### src/rtl/fifo_wr_arbiter_if.sv
// Write-side bus between NREQ requesters, the arbiter and one FIFO write port.
// A requester word moves when req[i] && gnt[i]; req and its req_data slice stay stable until granted.
interface fifo_wr_arbiter_if #(
  parameter int NREQ  = 4,
  parameter int WIDTH = 16
);
  logic [NREQ-1:0]       req;
  logic [NREQ*WIDTH-1:0] req_data;
  logic [NREQ-1:0]       gnt;
  logic                  fifo_full;
  logic                  fifo_read_en;
  logic                  fifo_write_en;
  logic [WIDTH-1:0]      fifo_write_data;

  modport master (
    output req, req_data, fifo_full, fifo_read_en,
    input  gnt, fifo_write_en, fifo_write_data
  );

  modport slave (
    input  req, req_data, fifo_full, fifo_read_en,
    output gnt, fifo_write_en, fifo_write_data
  );
endinterface

### src/rtl/fifo_wr_arbiter.sv
// Round-robin burst arbiter sharing one FIFO write port among NREQ requesters.
// Grants are combinational; an owner keeps the port for up to MAX_BURST words.
module fifo_wr_arbiter #(
  parameter int NREQ      = 4,
  parameter int WIDTH     = 16,
  parameter int MAX_BURST = 4,
  localparam int IW       = (NREQ > 1) ? $clog2(NREQ) : 1
) (
  input  logic             clk,
  input  logic             rst,
  input  logic             enable,
  fifo_wr_arbiter_if.slave bus,
  output logic [IW-1:0]    owner,
  output logic             busy
);

  localparam logic [0:0]    S_IDLE  = 1'b0;
  localparam logic [0:0]    S_BURST = 1'b1;
  localparam int            CW      = $clog2(MAX_BURST + 1);
  localparam logic [CW-1:0] CNT_MAX = CW'(MAX_BURST);
  localparam logic [CW-1:0] CNT_ONE = CW'(1);
  localparam logic [IW-1:0] LAST    = IW'(NREQ - 1);
  localparam logic [IW:0]   NREQ_W  = (IW + 1)'(NREQ);

  logic [0:0]    state_q, state_d;
  logic [IW-1:0] ptr_q, ptr_d;
  logic [IW-1:0] owner_q, owner_d;
  logic [CW-1:0] cnt_q, cnt_d;

  logic          writable;
  logic          hold;
  logic          found;
  logic          grant;
  logic [IW-1:0] cand;
  logic [IW:0]   srch_sum;

  // A full FIFO still takes a word when it is being read in the same cycle.
  assign writable = !bus.fifo_full || bus.fifo_read_en;
  assign hold     = (state_q == S_BURST) && bus.req[owner_q] && (cnt_q < CNT_MAX);

  always_comb begin
    found    = 1'b0;
    cand     = owner_q;
    srch_sum = '0;
    if (hold) begin
      found = 1'b1;
    end else begin
      for (int k = 0; k < NREQ; k++) begin
        srch_sum = {1'b0, ptr_q} + (IW + 1)'(k);
        if (srch_sum >= NREQ_W) srch_sum = srch_sum - NREQ_W;
        if (!found && bus.req[srch_sum[IW-1:0]]) begin
          found = 1'b1;
          cand  = srch_sum[IW-1:0];
        end
      end
    end
  end

  assign grant = !rst && enable && writable && found;

  always_comb begin
    bus.gnt             = '0;
    bus.fifo_write_data = '0;
    for (int i = 0; i < NREQ; i++) begin
      if (grant && (cand == IW'(i))) begin
        bus.gnt[i]          = 1'b1;
        bus.fifo_write_data = bus.req_data[i*WIDTH +: WIDTH];
      end
    end
  end

  assign bus.fifo_write_en = grant;

  // Stalls (no enable or no room) freeze everything so the burst is not charged.
  always_comb begin
    state_d = state_q;
    owner_d = owner_q;
    cnt_d   = cnt_q;
    ptr_d   = ptr_q;
    if (grant) begin
      if (hold) begin
        cnt_d = cnt_q + CNT_ONE;
      end else begin
        state_d = S_BURST;
        owner_d = cand;
        cnt_d   = CNT_ONE;
        ptr_d   = (cand == LAST) ? '0 : cand + 1'b1;
      end
    end else if (enable && writable && (state_q == S_BURST) && !bus.req[owner_q]) begin
      state_d = S_IDLE;
    end
  end

  always_ff @(posedge clk) begin
    if (rst) begin
      state_q <= S_IDLE;
      ptr_q   <= '0;
      owner_q <= '0;
      cnt_q   <= '0;
    end else begin
      state_q <= state_d;
      ptr_q   <= ptr_d;
      owner_q <= owner_d;
      cnt_q   <= cnt_d;
    end
  end

  assign owner = owner_q;
  assign busy  = (state_q == S_BURST);

endmodule
### src/flat_wrapper.sv
// flat-port wrapper written by rule: the top's interface ports become plain ports
module fifo_wr_arbiter_flat 
#(
  parameter int NREQ      = 4,
  parameter int WIDTH     = 16,
  parameter int MAX_BURST = 4,
  localparam int IW       = (NREQ > 1) ? $clog2(NREQ) : 1
)
  (clk, rst, enable, owner, busy, bus_req, bus_req_data, bus_fifo_full, bus_fifo_read_en, bus_gnt, bus_fifo_write_en, bus_fifo_write_data);
  fifo_wr_arbiter_if #(.NREQ(NREQ), .WIDTH(WIDTH)) bus_i ();
  input  logic clk;
  input  logic rst;
  input  logic enable;
  output logic [IW-1:0] owner;
  output logic busy;
  input wire logic [$bits(bus_i.req)-1:0] bus_req;
  input wire logic [$bits(bus_i.req_data)-1:0] bus_req_data;
  input wire logic [$bits(bus_i.fifo_full)-1:0] bus_fifo_full;
  input wire logic [$bits(bus_i.fifo_read_en)-1:0] bus_fifo_read_en;
  output wire logic [$bits(bus_i.gnt)-1:0] bus_gnt;
  output wire logic [$bits(bus_i.fifo_write_en)-1:0] bus_fifo_write_en;
  output wire logic [$bits(bus_i.fifo_write_data)-1:0] bus_fifo_write_data;
  assign bus_i.req = bus_req;
  assign bus_i.req_data = bus_req_data;
  assign bus_i.fifo_full = bus_fifo_full;
  assign bus_i.fifo_read_en = bus_fifo_read_en;
  assign bus_gnt = bus_i.gnt;
  assign bus_fifo_write_en = bus_i.fifo_write_en;
  assign bus_fifo_write_data = bus_i.fifo_write_data;
  fifo_wr_arbiter #(.NREQ(NREQ), .WIDTH(WIDTH), .MAX_BURST(MAX_BURST)) u_core (.clk(clk), .rst(rst), .enable(enable), .bus(bus_i), .owner(owner), .busy(busy));
endmodule
### config.mk
export PLATFORM = sky130hd
export DESIGN_NAME = fifo_wr_arbiter_flat
export DESIGN_NICKNAME = d
export VERILOG_FILES = /design/src/rtl/fifo_wr_arbiter_if.sv /design/src/rtl/fifo_wr_arbiter.sv /design/src/flat_wrapper.sv
export SDC_FILE = /design/constraint.sdc
export NUM_CORES = 1
export LEC_CHECK = 0
export ABC_AREA = 1
export CELL_PAD_IN_SITES_DETAIL_PLACEMENT = 1
export CELL_PAD_IN_SITES_GLOBAL_PLACEMENT = 2
export CORE_ASPECT_RATIO = 0.75
export CORE_UTILIZATION = 18
export DETAILED_ROUTE_END_ITERATION = 12
export PLACE_DENSITY_LB_ADDON = 0.3
export SLEW_MARGIN = 15
export SYNTH_ARGS = -nofsm -noshare
export SYNTH_HDL_FRONTEND = slang
export SYNTH_SLANG_ARGS = --single-unit
### constraint.sdc
create_clock -name clk -period 3.47 [get_ports clk]
set_input_delay 0.5205 -clock clk [delete_from_list [all_inputs] [get_ports clk]]
set_output_delay 0.5205 -clock clk [all_outputs]
set_load 0.01 [all_outputs]
Yosys cells after proc, flatten, opt, wreduce, memory -nomap -nowiden
Cells that the tools add are included.
{"block": "word_totals", "memories": 0, "mem_bits_ro": 0, "latch_bits": 0, "ram_bits": 0, "register_bits": 8}
{"block": "classes", "n_eq_ne": 4, "magnitude_cmp": 10, "multipliers": 0, "n_bitwise": 1, "n_mux": 44, "shift": 0, "add_sub_neg": 9, "n_reduce_logical": 26, "n_div": 0}
{"operator": "two-way mux 16 bit", "count": 4}
{"operator": "two-way mux 2 bit", "count": 14}
{"operator": "two-way mux 1 bit", "count": 20}
{"operator": "logical AND 1 bit", "count": 15}
{"operator": "< comparator 2 x 3 -> 1 bit, second input constant", "count": 5}
{"operator": "binary-select mux 1 bit (select 2 bit)", "count": 5}
{"operator": "greater-or-equal comparator 3 bit, second input constant", "count": 3}
{"operator": "subtractor 2 x 1 -> 2 bit, second input constant", "count": 4}
{"operator": "adder 2 x 2 -> 3 bit, second input constant", "count": 2}
{"operator": "zero test 1 bit", "count": 6}
{"operator": "== test 2 bit, second input constant", "count": 2}
{"operator": "AND reduction 2 bit", "count": 2}
{"operator": "adder 2 x 1 -> 3 bit, second input constant", "count": 1}
{"operator": "adder 3 x 1 -> 3 bit, second input constant", "count": 1}
{"operator": "greater-or-equal comparator 2 x 3 -> 1 bit, second input constant", "count": 1}
{"operator": "< comparator 3 bit, second input constant", "count": 1}
{"operator": "two-way mux 3 bit", "count": 1}
{"operator": "adder 2 x 1 -> 2 bit, second input constant", "count": 1}
{"operator": "== test 2 x 1 -> 1 bit, second input constant", "count": 1}
{"operator": "zero test 2 bit", "count": 1}
{"operator": "inequality test 2 bit, second input constant", "count": 1}
{"operator": "nonzero test 2 bit", "count": 1}
{"operator": "logical OR 1 bit", "count": 1}
{"operator": "NOT 1 bit", "count": 1}

Longest topological paths before layout
Gate-level depths: netlist (run 1).
{"block": "depth", "ltp_word": 27, "depth_mapped": 23, "depth_no_buf": 20}

Worst setup path before layout (run 1)
Ideal clock, no wire load.
{"block": "synth_timing", "path_kind": "in2out", "startpoint": "in bus_req[2]", "endpoint": "out bus_fifo_write_data[10]", "cell_stages": 19, "slack_ns": 0.400, "t_arrival_ns": 2.549, "t_required_ns": 2.949, "cell_sequence": "inv_1 -> nand2_1 -> nand3_1 -> nand2_2 -> nor2_4 -> nand3_1 -> nand2_1 -> nand2_1 -> nand2_1 -> nand2_1 -> o21ai_0 -> ha_1 -> buf_1 -> clkbuf_1 -> nand4_1 -> nand2_2 -> clkinv_1 -> nand2_1 -> nand2_1"}
{"block": "synth_between", "elab_chain_len": 22, "elab_cells_between_ends": 44}
{"item": "start, declared", "line": "flat_wrapper.sv:16", "text": "input wire logic [$bits(bus_i.req)-1:0] bus_req;"}
{"item": "binary-select mux 1 bit (select 2 bit)", "line": "fifo_wr_arbiter.sv:51", "text": "if (!found && bus.req[srch_sum[IW-1:0]]) begin"}
{"item": "two-way mux 1 bit (implied by the code)", "line": "fifo_wr_arbiter.sv:51"}
{"item": "two-way mux 1 bit", "line": "fifo_wr_arbiter.sv:51"}
{"item": "two-way mux 1 bit", "line": "fifo_wr_arbiter.sv:45", "text": "if (hold) begin"}
{"item": "zero test 1 bit", "line": "fifo_wr_arbiter.sv:51"}
{"item": "logical AND 1 bit", "line": "fifo_wr_arbiter.sv:51"}
{"item": "two-way mux 1 bit", "line": "fifo_wr_arbiter.sv:51"}
{"item": "two-way mux 1 bit", "line": "fifo_wr_arbiter.sv:45"}
{"item": "[... 4 more ...]"}
{"item": "zero test 1 bit", "line": "fifo_wr_arbiter.sv:51"}
{"item": "logical AND 1 bit", "line": "fifo_wr_arbiter.sv:51"}
{"item": "two-way mux 2 bit / two-way mux 1 bit (equally long branches)", "line": "fifo_wr_arbiter.sv:51"}
{"item": "two-way mux 2 bit / two-way mux 1 bit (equally long branches)", "line": "fifo_wr_arbiter.sv:45"}
{"item": "zero test 2 bit / logical AND 1 bit (equally long branches)", "line": "fifo_wr_arbiter.sv:65, fifo_wr_arbiter.sv:59"}
{"item": "logical AND 1 bit", "line": "fifo_wr_arbiter.sv:65", "text": "if (grant && (cand == IW'(i))) begin"}
{"item": "two-way mux 16 bit (3 in a row)", "line": "fifo_wr_arbiter.sv:65"}
{"item": "two-way mux 16 bit *", "line": "fifo_wr_arbiter.sv:65"}
{"item": "end, declared", "line": "flat_wrapper.sv:22", "text": "output wire logic [$bits(bus_i.fifo_write_data)-1:0] bus_fifo_write_data;"}
Every way passes the cells marked *; elsewhere a longest branch is shown, timed or not. The select of a mux whose other input is x is not followed.

Worst setup path after layout (run 1)
{"block": "layout_timing", "startpoint": "in bus_req[2]", "endpoint": "out bus_fifo_write_data[15]"}
{"block": "layout_between", "elab_chain_len": 22, "elab_cells_between_ends": 44}
{"item": "binary-select mux 1 bit (select 2 bit)", "line": "fifo_wr_arbiter.sv:51"}
{"item": "two-way mux 1 bit (implied by the code)", "line": "fifo_wr_arbiter.sv:51"}
{"item": "two-way mux 1 bit", "line": "fifo_wr_arbiter.sv:51"}
{"item": "two-way mux 1 bit", "line": "fifo_wr_arbiter.sv:45"}
{"item": "zero test 1 bit", "line": "fifo_wr_arbiter.sv:51"}
{"item": "logical AND 1 bit", "line": "fifo_wr_arbiter.sv:51"}
{"item": "two-way mux 1 bit", "line": "fifo_wr_arbiter.sv:51"}
{"item": "two-way mux 1 bit", "line": "fifo_wr_arbiter.sv:45"}
{"item": "[... 5 more ...]"}
{"item": "logical AND 1 bit", "line": "fifo_wr_arbiter.sv:51"}
{"item": "two-way mux 2 bit", "line": "fifo_wr_arbiter.sv:51"}
{"item": "two-way mux 2 bit *", "line": "fifo_wr_arbiter.sv:45"}
{"item": "via u_core.cand[0]", "line": "fifo_wr_arbiter.sv:34", "text": "logic [IW-1:0] cand;"}
{"item": "zero test 2 bit", "line": "fifo_wr_arbiter.sv:65"}
{"item": "logical AND 1 bit", "line": "fifo_wr_arbiter.sv:65"}
{"item": "two-way mux 16 bit (3 in a row)", "line": "fifo_wr_arbiter.sv:65"}
{"item": "two-way mux 16 bit *", "line": "fifo_wr_arbiter.sv:65"}
The timed path passes the listed nets; every way through them passes the cells marked *. The select of a mux whose other input is x is not followed.

==> results by group, run 1 <==
Routing
  • Remaining DRCs: 0
  • Avg WL per Cell: 13.8 um
  • Drt first pass iters: 4
  • Vias per inst: 4.28
  • Drt first-iter violations: 76
  • Detail Route Antenna Nets: 0
  • Routed WL: 8080 um
  • Vias after detailed routing: 2499

Finish
  • Core Util, Final: 0.342
  • Most frequent cells in the layout: nand2_1, clkdlybuf4s50_1, inv_1
  • Commonest non-fill, non-tap cell in the layout: nand2_1
  • Final antenna diode count: 0
  • Final nets: 532
  • Area Growth Syn to Fin: 85.3%
  • Share of cells above drive strength 1: 0.270

Logic synthesis
  • Post-synthesis sequential area ratio: 0.0898
  • Syn Nets: 416
  • Synthesized instance count: 338
  • #FFs+latches synth: 8
  • Top-area cell type share of the netlist area: 0.200
  • Top cells by area, synth: nand2_1, nand4_1, inv_1
  • Synth cell types: 25
  • Cell taking the most area after synthesis: nand2_1
  • Synth Cell Area: 1780 um^2
  • Ys Warns: 0
  • Post-synthesis average cell area: 5.28 um^2

Floorplan
  • Core ar.: 9660 um^2
  • Initial Utilization: 0.185
  • Die Y: 88.2 um
  • I/O pins: 97
  • Die area: 10300 um^2
  • Die width: 117 um
  • FP Rows: 31

Hold path
  • Hold_sp: u_core.cnt_q[2]$_SDFFE_PP0P_
  • Worst Hold Class: reg2reg

STA
  • Worst-margin pin slew: 0.358 ns
  • Setup TNS: 0 ns
  • Fin. max-slew vios: 0
  • Worst setup margin: 0.208 ns
  • Period utilization: 0.940
  • Fin. Hold Viols: 0
  • Slew Limit Headroom: 0.761
  • Final Skew: 0.000341 ns
  • Fin Hold WS: 0.466 ns
  • Final setup vio count: 0
  • Fmax: 307 MHz
  • Tmin final: 3.26 ns

Power and ir drop
  • Power Dens Cells: 330 nW/um^2
  • Power Total: 0.00109 W
  • Peak VDD IR: 141 uV
  • Pleak: 1.75 nW

Critical path
  • Crit path max fanout: 9
  • Req. time, crit path: 2.95 ns
  • Worst Setup End Kind: output pin
  • Data arrival, critical path: 2.74 ns
  • Reg-to-Reg Start: u_core.ptr_q[0]$_SDFFE_PP0P_
  • WS Path Type: in2out
  • CP startpoint: bus_req[2]
  • Worst setup SP type: primary input

Clocking
  • Worst skew pair latency: 0.23 ns
  • CTS Hold Buffers Added: 0
  • Clock buffer depth: 2
  • Clock buffer count from CTS: 3
  • CTS clock-pin slew for the worst setup and hold paths: 0.04 ns
  • Clock tree sinks: 8
  • # H-tree levels: 1
  • CTS tree: done
  • CTS root buf: clkbuf_16

Placed design
  • Worst slack at placement: -0.774 ns
  • # port buffers: 96
  • Dpl hpwl: 6660 um
  • Placer congestion estimate: 0.801

Global route
  • Vias in the first global route: 2376
  • First-pass GRT wire length: 12500 um
  • Total global-route track usage: 0.157
  • Initial antenna violation count: 0
  • Gr ovfl total: 0
  • Pin count of the biggest net entering global routing: 27

Run status
  • Status: complete, no violations

Flow run
  • MaxCap Viol Count: 0
[final timing paths]
kind | end | slack (ns) | depth (start not counted)
max | bus_fifo_write_data[15] | 0.21 | 22
min | u_core.cnt_q[2]$_SDFFE_PP0P_ | 0.47 | 2
max reg2reg | u_core.ptr_q[1]$_SDFFE_PP0P_ | 1.24 | 17
min reg2reg | u_core.cnt_q[2]$_SDFFE_PP0P_ | 0.47 | 2
[layout make-up]
class / count / area, um^2
Timing Repair Buffer: 133 / 1250
Tap cell: 132 / 165
Sequential cell: 8 / 163
Inverter: 68 / 268
Multi-Input combinational cell: 240 / 1380
Fill cell: 1270 / 6350
Clock buffer: 3 / 75.1
[Yosys cell counts]
cell and number:
buf_8 1, inv_1 54, nand3_1 27, nand2_4 2, buf_1 1, inv_4 3, dfxtp_1 8, nor2_4 1
nand2_2 18, clkinv_1 5, clkbuf_1 11, buf_6 3, nand4_1 48, buf_4 2, a21oi_1 8, buf_2 4
inv_2 6, nand3b_4 1, nand2_1 95, nand2_8 1, o21ai_0 11, nor2_1 21, nor2_2 1, ha_1 5
nand3_2 1
[metal layers]
metal	part of all wire	wire, um	global-route usage	up-vias
met3	0.055	447	0.0332	2
met5	0	0	0	-
li1	-	-	-	1308
met2	0.41	3310	0.225	49
met1	0.53	4300	0.243	1140
met4	0.0024	19	0.0138	0
[kinds of logic (layout without fill, tap and decap cells)]
family | count (synthesis) | after routing | synth area share
AO/OA/AOI/OAI | 19 | 19 | 0.0533
adder cells (fa/ha/maj) | 5 | 5 | 0.0351
buffers and inverters | 90 | 204 | 0.220
flip-flops | 8 | 8 | 0.0898
AND/OR/NAND/NOR | 216 | 216 | 0.602
[stage by stage]
step | instance area [um^2] | instances
final | 3300 | 584
after global routing | 3300 | 584
after CTS | 3250 | 582
after detailed placement | 3100 | 578
after global placement | 3100 | 578
after floorplan | 1780 | 338
[where the power goes]
group	internal, W	total (W)	switching, W
logic	0.000368	0.000790	0.000422
clock network	0.000149	0.000195	0.0000467
registers	0.0000994	0.000105	0.00000534
total	0.000616	0.00109	0.000474
[timing repair]
item                                    in CTS  in global routing
buffers inserted                             1                  2
pin swaps                                    5                 21
endpoints found under the hold margin        0                  0
endpoints found under the setup margin      20                 19
resized for setup                           57                 60
[worst max-delay path, stage by stage]
cell,delay [ns]
clkdlybuf4s15_1,0.20
inv_1,0.10
nand2_2,0.08
nand3_4,0.07
nand2_2,0.09
nor2_4,0.11
nand3_1,0.10
nand2_1,0.08
nand2_1,0.06
nand2_2,0.10
nand2_2,0.07
o21ai_4,0.08
inv_2,0.08
buf_4,0.13
ha_2,0.20
nand2_8,0.11
buf_12,0.14
nand2_2,0.06
inv_2,0.04
nand2_1,0.04
nand2_1,0.05
clkdlybuf4s15_2,0.22
[sequential cells by signal, summed over array words and instances (netlist names)]
name,cells
u_core.cnt_q,3
u_core.ptr_q,2
u_core.busy,1
u_core.owner,2
Note: power is estimated with default switching activity, not from simulation.
==> run 2, diff against run 1 <==
--- a/config.mk
+++ b/config.mk
@@ -12,7 +12,8 @@
 export CORE_UTILIZATION = 18
 export DETAILED_ROUTE_END_ITERATION = 12
 export PLACE_DENSITY_LB_ADDON = 0.3
-export SLEW_MARGIN = 15
+export SETUP_SLACK_MARGIN = 0.5
+export SLEW_MARGIN = 25
 export SYNTH_ARGS = -nofsm -noshare
 export SYNTH_HDL_FRONTEND = slang
 export SYNTH_SLANG_ARGS = --single-unit
==> run 2 against run 1 <==
Net effect: combinational power grew 34%; final cell count rose by 2.9%; highest routed layer is now met3; register-to-register slack improved by 0.05 ns; cell area up 12%; worst setup slack gained 0.015 ns; clock power is essentially flat; flip-flop and latch count did not move; fmax is 0.47% higher; core utilization is 4.0 points higher.
==> results by group, run 2 (same netlist as run 1, synthesis figures left out) <==
Flow run
  • MaxCap Viol Count: 0 (unchanged)

Critical path
  • Data arrival, critical path: 2.73 ns (was 2.74 ns)
  • WS Path Type: reg2out (was in2out)
  • Crit path max fanout: 8 (was 9)
  • Worst Reg-to-Reg Cells: 17 (unchanged)
  • Worst Setup End Kind: output pin (unchanged)
  • R2R Setup Slk: 1.29 ns (was 1.24 ns)
  • Reg-to-Reg Start: u_core.ptr_q[1]$_SDFFE_PP0P_ (was u_core.ptr_q[0]$_SDFFE_PP0P_)
  • Req. time, crit path: 2.95 ns (about the same)
  • Worst setup SP type: register (was primary input)
  • Reg2reg end: u_core.ptr_q[1]$_SDFFE_PP0P_ (unchanged)

STA
  • RSZ-0062 raised after global routing: true
  • Tmin final: 3.25 ns (was 3.26 ns)
  • Final Skew: 0.000238 ns (was 0.000341 ns)
  • Final setup vio count: 0 (unchanged)
  • Slew Limit Headroom: 0.729 (was 0.761)
  • Fin. Hold Viols: 0 (unchanged)
  • Fin. max-slew vios: 0 (unchanged)
  • Fmax: 308 MHz (was 307 MHz)
  • Period utilization: 0.935 (was 0.940)
  • Worst setup margin: 0.224 ns (was 0.208 ns)
  • Worst-margin pin slew: 0.403 ns (was 0.358 ns)

Clocking
  • CTS Hold Buffers Added: 0 (unchanged)
  • CTS clock-pin slew for the worst setup and hold paths: 0.04 ns (about the same)
  • CTS tree: done (unchanged)
  • # H-tree levels: 1 (unchanged)
  • Clock buffer depth: 2 (unchanged)
  • Worst skew pair latency: 0.23 ns (about the same)
  • Clock tree sinks: 8 (unchanged)
  • Clock buffer count from CTS: 3 (unchanged)
  • CTS root buf: clkbuf_16 (unchanged)

Finish
  • Commonest non-fill, non-tap cell in the layout: nand2_1 (unchanged)
  • Share of cells above drive strength 1: 0.362 (was 0.270)
  • Max reg flops: 3 (unchanged)
  • Final nets: 549 (was 532)
  • Area Growth Syn to Fin: 107% (was 85.3%)
  • Most frequent cells in the layout: nand2_1, clkdlybuf4s50_1, inv_1 (unchanged)
  • Largest register by flop count: u_core.cnt_q (unchanged)
  • Final antenna diode count: 0 (unchanged)
  • Finished Layout Cells: 601 (was 584)

Global route
  • Vias in the first global route: 2541 (was 2376)
  • Total global-route track usage: 0.162 (was 0.157)
  • First-pass GRT wire length: 12900 um (was 12500 um)
  • Pin count of the biggest net entering global routing: 50 (was 27)
  • Gr ovfl total: 0 (unchanged)
  • Initial antenna violation count: 0 (unchanged)

Routing
  • Routed WL: 8570 um (was 8080 um)
  • Vias per inst: 4.31 (was 4.28)
  • Drt first-iter violations: 100 (was 76)
  • Vias after detailed routing: 2593 (was 2499)
  • Avg WL per Cell: 14.3 um (was 13.8 um)
  • Drt first pass iters: 4 (unchanged)
  • Detail Route Antenna Nets: 0 (unchanged)
  • Remaining DRCs: 0 (unchanged)

Floorplan
  • Core ar.: 9660 um^2 (unchanged)
  • FP Rows: 31 (unchanged)
  • Die Y: 88.2 um (unchanged)
  • Die area: 10300 um^2 (unchanged)
  • Initial Utilization: 0.185 (unchanged)
  • Die width: 117 um (unchanged)
  • I/O pins: 97 (unchanged)

Hold path
  • Hold depth: 2 (unchanged)
  • Hold_sp: u_core.cnt_q[2]$_SDFFE_PP0P_ (unchanged)
  • Hold EP: u_core.cnt_q[2]$_SDFFE_PP0P_ (unchanged)
  • Worst Hold Class: reg2reg (unchanged)

Placed design
  • Worst slack at placement: -0.772 ns (was -0.774 ns)
  • # port buffers: 96 (unchanged)
  • Dpl hpwl: 6260 um (was 6660 um)
  • Placer congestion estimate: 0.743 (was 0.801)
  • Inst Count DP: 575 (was 578)

Power and ir drop
  • Peak VDD IR: 152 uV (was 141 uV)
  • Power Dens Cells: 367 nW/um^2 (was 330 nW/um^2)
  • Pleak: 1.90 nW (was 1.75 nW)

Run status
  • Status: complete, no violations (unchanged)
-- run 2: cell count changes in the layout (fill, tap and decap cells not counted), sizes merged --
cell / before / now
clkdlybuf4s50: 72 / 71
buf: 43 / 73
nand2: 116 / 117
dlymetal6s2s: 3 / 1
clkdlybuf4s15: 2 / 1
dlygate4sd2: 1 / 0
clkbuf: 15 / 6
-- run 2: routing by layer --
metal / track usage / part of all wire
met1: 0.243 / 0.50
met2: 0.254 / 0.46
met3: 0.0221 / 0.043
met4: 0.00690 / 0
met5: 0 / 0
-- run 2: through the flow --
stage	util	cell area (um^2)	power, W	TNS (ns)	hold WS, ns
CTS	0.362	3490	0.00127	0	0.473
floorplan	-	1790	0.000459	0	0.438
global placement	0.320	3090	0.000836	-11.65	0.454
global route	0.382	3690	0.00145	0	0.508
finish	0.382	3690	0.00135	0	0.467
detailed placement	0.320	3090	0.000843	-13.32	0.468
-- run 2: final cells by class --
type / count / area [um^2]
fillers: 1238 / 5970
multi-input cells: 241 / 1550
repair buffers: 149 / 1470
inverters: 68 / 273
well taps: 132 / 165
flip-flops and latches: 8 / 161
clock buffers: 3 / 75.1
-- run 2: worst max-delay path by stage --
stage / start / end / slack [ns] / cells after the start
after floorplan: bus_req[2] / bus_fifo_write_data[0] / 0.51 / 20
after global placement: bus_req[2] / bus_fifo_write_data[7] / -0.69 / 23
after detailed placement: bus_req[2] / bus_fifo_write_data[0] / -0.77 / 23
after CTS: u_core.ptr_q[0]$_SDFFE_PP0P_ / bus_fifo_write_data[11] / 0.27 / 22
after global routing: u_core.ptr_q[0]$_SDFFE_PP0P_ / bus_fifo_write_data[11] / 0.05 / 22
final: u_core.ptr_q[1]$_SDFFE_PP0P_ / bus_fifo_write_data[11] / 0.22 / 21
-- run 2: worst max-delay path, cell delays in order, from the launching register on --
cell,delay [ns]
dfxtp_1,0.41
inv_2,0.12
nand2_2,0.09
nand2_2,0.07
nand2_2,0.10
nand2_4,0.07
nor2_4,0.11
nand3_2,0.09
nand2_1,0.07
nand2_1,0.07
nand2_2,0.08
nand2_2,0.07
o21ai_4,0.07
inv_2,0.07
ha_4,0.20
buf_12,0.16
nor2_1,0.13
nand4_1,0.14
nand3_2,0.13
nand2_1,0.06
nand2_1,0.06
buf_2,0.12
-- run 2: power by group --
group	leakage (nW)	switching [W]	internal, W
Sequential	0.0658	0.00000529	0.0000992
Clock	0.0370	0.0000434	0.000148
Combinational	1.80	0.000512	0.000545
Total	1.90	0.000561	0.000793
-- run 2: timing repair --
action | CTS | global route
endpoints found under the setup margin | 21 | 21
pin swaps | 52 | 58
cloned | 3 | 1
setup buffers | 15 | 4
gates resized for setup | 148 | 48
